===== src/rtl/mips_fetch_unit.sv =====
// mips_fetch_unit
// Instruction fetch front-end feeding the IF/ID register of a 5-stage MIPS32
// pipeline. Issues word-addressed requests to an in-order, variable-latency
// instruction memory, buffers responses with their NPC in a prefetch FIFO and
// hands them to decode over a valid/ready handshake. Supports branch redirect
// (in-flight responses are discarded) and a sticky halt.
//
// Ports:
//   clk1, rst_n            clock (rising edge), asynchronous active-low reset
//   imem_req/addr/ack      request channel; addr is the current fetch pc
//   imem_rvalid/rdata      in-order response channel
//   redirect_valid/pc      taken branch: flush and refetch from redirect_pc
//   halt                   stop issuing requests (sticky until reset)
//   if_valid/ready/ir/npc  decode handshake on the FIFO head
//   halted                 sticky halt status
//   outstanding            requests accepted and not yet returned
module mips_fetch_unit #(
  parameter int          DEPTH    = 4,
  parameter logic [31:0] RESET_PC = 32'h0000_0000,
  localparam int         CNT_W    = $clog2(DEPTH) + 1
) (
  input  logic             clk1,
  input  logic             rst_n,
  output logic             imem_req,
  output logic [31:0]      imem_addr,
  input  logic             imem_ack,
  input  logic             imem_rvalid,
  input  logic [31:0]      imem_rdata,
  input  logic             redirect_valid,
  input  logic [31:0]      redirect_pc,
  input  logic             halt,
  output logic             if_valid,
  input  logic             if_ready,
  output logic [31:0]      if_ir,
  output logic [31:0]      if_npc,
  output logic             halted,
  output logic [CNT_W-1:0] outstanding
);

  localparam int               PTR_W = $clog2(DEPTH);
  localparam logic [CNT_W:0]   CAP   = (CNT_W+1)'(DEPTH);

  typedef enum logic {ST_RUN, ST_HALT} state_t;

  state_t           state_q, state_d;
  logic [31:0]      pc_q, pc_d;
  logic [31:0]      resp_pc_q, resp_pc_d;
  logic [CNT_W-1:0] out_q, out_d;
  logic [CNT_W-1:0] drop_q, drop_d;
  logic [CNT_W-1:0] cnt_q, cnt_d;
  logic [PTR_W-1:0] rd_q, rd_d;
  logic [PTR_W-1:0] wr_q, wr_d;

  // FIFO payload storage; only pointers and counts carry reset state.
  logic [31:0]      ir_mem  [DEPTH];
  logic [31:0]      npc_mem [DEPTH];

  logic             issue, rsp, push, pop;
  logic [CNT_W:0]   credit_used;

  // Buffered entries plus in-flight requests never exceed DEPTH, so every
  // response is guaranteed a FIFO slot.
  assign credit_used = {1'b0, cnt_q} + {1'b0, out_q};

  // rst_n gates the request so it reads 0 while reset is held.
  assign imem_req  = rst_n && (state_q == ST_RUN) && !redirect_valid && !halt &&
                     (credit_used < CAP);
  assign imem_addr = pc_q;
  assign if_valid  = (cnt_q != '0) && !redirect_valid;
  assign if_ir     = if_valid ? ir_mem[rd_q]  : 32'h0;
  assign if_npc    = if_valid ? npc_mem[rd_q] : 32'h0;
  assign halted    = (state_q == ST_HALT);
  assign outstanding = out_q;

  assign issue = imem_req && imem_ack;
  // A response with nothing outstanding is unsolicited and ignored.
  assign rsp   = imem_rvalid && (out_q != '0);
  // Responses still belonging to a pre-redirect path are dropped, as is any
  // response landing in the redirect cycle itself.
  assign push  = rsp && (drop_q == '0) && !redirect_valid;
  assign pop   = if_valid && if_ready;

  always_comb begin
    state_d   = state_q;
    pc_d      = pc_q;
    resp_pc_d = resp_pc_q;
    out_d     = out_q + CNT_W'(issue) - CNT_W'(rsp);
    drop_d    = drop_q;
    cnt_d     = cnt_q;
    rd_d      = rd_q;
    wr_d      = wr_q;

    if (halt) state_d = ST_HALT;

    if (redirect_valid) begin
      pc_d      = redirect_pc;
      resp_pc_d = redirect_pc;
      drop_d    = out_q - CNT_W'(rsp);
      cnt_d     = '0;
      rd_d      = '0;
      wr_d      = '0;
    end else begin
      if (issue) pc_d = pc_q + 32'd1;
      if (rsp && (drop_q != '0)) drop_d = drop_q - CNT_W'(1);
      if (push) begin
        resp_pc_d = resp_pc_q + 32'd1;
        wr_d      = wr_q + PTR_W'(1);
      end
      if (pop) rd_d = rd_q + PTR_W'(1);
      cnt_d = cnt_q + CNT_W'(push) - CNT_W'(pop);
    end
  end

  always_ff @(posedge clk1 or negedge rst_n) begin
    if (!rst_n) begin
      state_q   <= ST_RUN;
      pc_q      <= RESET_PC;
      resp_pc_q <= RESET_PC;
      out_q     <= '0;
      drop_q    <= '0;
      cnt_q     <= '0;
      rd_q      <= '0;
      wr_q      <= '0;
    end else begin
      state_q   <= state_d;
      pc_q      <= pc_d;
      resp_pc_q <= resp_pc_d;
      out_q     <= out_d;
      drop_q    <= drop_d;
      cnt_q     <= cnt_d;
      rd_q      <= rd_d;
      wr_q      <= wr_d;
    end
  end

  // FIFO write: the entry becomes visible to decode one cycle after the
  // response edge.
  always_ff @(posedge clk1) begin
    if (push) begin
      ir_mem[wr_q]  <= imem_rdata;
      npc_mem[wr_q] <= resp_pc_q + 32'd1;
    end
  end

endmodule


===== config.mk =====
export PLATFORM = sky130hd
export DESIGN_NAME = mips_fetch_unit
export DESIGN_NICKNAME = d
export VERILOG_FILES = /design/src/rtl/mips_fetch_unit.sv
export SDC_FILE = /design/constraint.sdc
export NUM_CORES = 1
export LEC_CHECK = 0
export BUFFER_PORTS_ARGS = -buffer_cell sky130_fd_sc_hd__buf_2
export CORE_AREA = 2 2 175 177
export CTS_BUF_LIST = sky130_fd_sc_hd__clkbuf_2
export DETAILED_ROUTE_END_ITERATION = 8
export DIE_AREA = 0 0 177 179
export GPL_ROUTABILITY_DRIVEN = 0
export GPL_TIMING_DRIVEN = 0
export PLACE_DENSITY = 0.74
export SLEW_MARGIN = 0
export SYNTH_ARGS = -nofsm -noshare
export SYNTH_HDL_FRONTEND = slang
export SYNTH_SLANG_ARGS = --single-unit

===== constraint.sdc =====
create_clock -name clk1 -period 4.1 [get_ports clk1]
set_input_delay 0.82 -clock clk1 [delete_from_list [all_inputs] [get_ports clk1]]
set_output_delay 0.82 -clock clk1 [all_outputs]
set_load 0.005 [all_outputs]

==> run metrics <==
Worst-Skew Late Latency=0.87 ns; cell accounting for the most synthesized area=edfxtp_1; Yosys cell types=56; outcome=completed; Int Power=5.66 mW; initial antenna violation count=2; Syn Area/Cell=15.0 sq um; I/O Buffers=171; worst setup path startpoint=rd_q[1]; nets=1332; Cell Area, Synth=14700 sq um; #FFs+latches synth=about 330; Hold Slack=0.146 ns; clk sinks=334; Final period util=93.3%; Sw Share=between 20% and 30%; WP data required=3.28 ns; Cells after DPL=1553; design area=17000 sq um; Syn Nets=1070; global-route wire length before repair=50.1 mm; Worst-path clk slew=0.11 ns; DIE AREA=31700 sq um; fin worst setup slack=0.276 ns; post-route ant nets=0; Rel. slew slack=41.9%; clock root cell=clkbuf_2; DP Wirelength=22.4 mm; Seq. cell area=9640 sq um; maxcap violations=0; Iter 0 DRT Violations=692; commonest non-fill, non-tap cell in the layout=edfxtp_1; fraction of layout cells with a size suffix above 1=a little under a third; Routed WL=32.3 mm; most frequent cells in the layout=edfxtp_1, buf_2, clkbuf_2; Post-synth EDFFs=256; FFs w/ async S/R, synth=about a quarter; Hold WC Path Type=input port to register; vias post-DR=9357; io pins=173; Synth Warn #=0; # H-tree levels=3; Lkg Pwr=between 6 and 7 nW; sequential share of power=roughly 50%; core area=30000 sq um; CP Data Arrival Time=3.00 ns; placed instance area=between 15000 and 20000 sq um; DR pass1 iterations=5; reg-to-reg slack, setup=0.61 ns; Area growth syn-to-layout=15.7%; synth top area cells=edfxtp_1, dfrtp_1, mux4_2, and2_1, xnor2_1; CP max FO=10; DRC viols=0; multi-input logic area=4760 sq um; startpoint types=register; Fillers=2461; total clock buffers created by CTS=83; worst vdd ir=0.199 mV; CTS tree=built; TNS Setup=0 ns; Vias/cell=5.50; final worst path period need=between 3 and 4 ns; number of cells in the finished layout apart from fillers=1700; top-area cell type share of the netlist area=52.4%; Final Hold Viols=0; Crit Path Class=register to output pin; Crit. End Element=output pin; GRT overflow=0; Rows=64; Max Transition Viols Final=0; clock share of power=approximately 28%; beginning of the worst hold path=halt; largest net degree at the start of global routing=between 40 and 50; skew final=~0.07 ns; Max Clk Rate=0.262 GHz; CTS Buffer Depth=3; Final setup viols=0; Seq/Total Area, Yosys=65.7%; ys flop type=edfxtp_1; Synth Instances=981; RSZ-0062 raised after global routing=no; post-detailed-route wirelength per cell=19.0 um; fin util=56.5%; die height=roughly 180 um; post-place setup slack=-0.156 ns; Final Power=8.02 mW; Gate power share=between 20% and 30%; reg2reg start=cnt_q[1]; vias in the first global route=about 9300; Slew @ Worst Pin=about 0.87 ns; Switch Pwr=2.36 mW; Starting Density=48.9%; All-Layer GR Usage=20.8%; pwr dens=~470 nW/um^2; die width=177 um
## routing by layer
metal | vias up | GRT usage (%) | part of all wire, %
met3 | 55 | 5.41 | 8.5
met2 | 428 | 33.8 | 48
li1 | 4289 | - | -
met5 | - | 0 | 0.040
met1 | 4583 | 27.9 | 42
met4 | 2 | 5.79 | 1.7
## logic make-up after synthesis
kind of cell	count (synthesis)	synth area share, %
DFF	334	65.7
and+or+nand+nor	321	12.2
AOI/OAI and AO/OA	90	3.83
buffers and inverters	76	2.10
xor gates and xnor gates	73	4.36
muxes	69	10.2
adders and majority gates	18	1.64
## flip-flops by register name (all words and copies together), names as in the netlist
name / count
imem_addr: 32
cnt_q: 3
halted: 1
resp_pc_q: 32
ir_mem: 128
wr_q: 2
drop_q: 3
outstanding: 3
rd_q: 2
npc_mem: 128
## critical path, cell delays in order (launching register included)
cell and delay (ns):
dfrtp_1 0.42, clkbuf_1 0.45, clkbuf_1 0.58, mux4_2 0.41
and2_1 0.19, buf_2 0.13
## power by group through the flow
| stage | Clock (mW) | Combinational [mW] | Sequential (mW) |
|---|---|---|---|
| after floorplan | 0 | 1.17 | 4.06 |
| after global placement | 0 | 1.74 | 4.09 |
| after detailed placement | 0 | 1.79 | 4.09 |
| after CTS | 2.32 | 1.80 | 4.01 |
| after global routing | 2.50 | 1.96 | 4.04 |
| final | 2.25 | 1.76 | 4.02 |
## Yosys cell counts (3+ instances only)
library cell,instances
nor2_1,30
inv_1,23
edfxtp_1,256
and3_1,12
buf_1,4
nor4_2,5
o21ai_1,6
xor2_1,36
or3_1,6
dfrtp_1,78
buf_2,12
mux2_2,3
a31oi_1,4
ha_1,16
a21oi_1,12
a21boi_0,3
nand2_1,82
mux4_2,64
nor3_1,15
o21ai_0,35
nand3_1,33
and2_1,75
or2_2,3
xnor2_1,37
nand2b_1,3
o211ai_1,10
nand4_1,30
o311ai_0,5
and4_1,7
clkbuf_1,35
nor4_1,4
## area by class of cell
| type | count | share of cell area, % |
|---|---|---|
| antenna | 2 | 0.0295 |
| buffer | 52 | 1.30 |
| clock buffer | 116 | 3.42 |
| clock inverter | 28 | 1.19 |
| inverter | 24 | 0.531 |
| multi-input combinational | 571 | 28.0 |
| sequential | 334 | 56.8 |
| tap | 396 | 2.92 |
| timing repair buffer | 177 | 5.81 |
## worst paths after layout
kind | endpoint | cells past startpoint
hold reg to reg | halted | 1
max in group asynchronous | resp_pc_q[10] | 3
setup reg to reg | outstanding[2] | 13
min in group asynchronous | imem_addr[23] | 2
hold / removal | halted | 2
setup / recovery | if_ir[30] | 5
## what timing repair did
| action | in CTS | in global routing |
|---|---|---|
| hold endpoints to repair | 33 | 0 |
| resized for setup | 2 | 4 |
| hold buffers | 1 | 0 |
| setup buffers | 0 | 0 |
| gates cloned | 0 | 0 |
| setup endpoints to repair | 40 | 32 |
No activity file was read; power rests on OpenSTA's default activity.
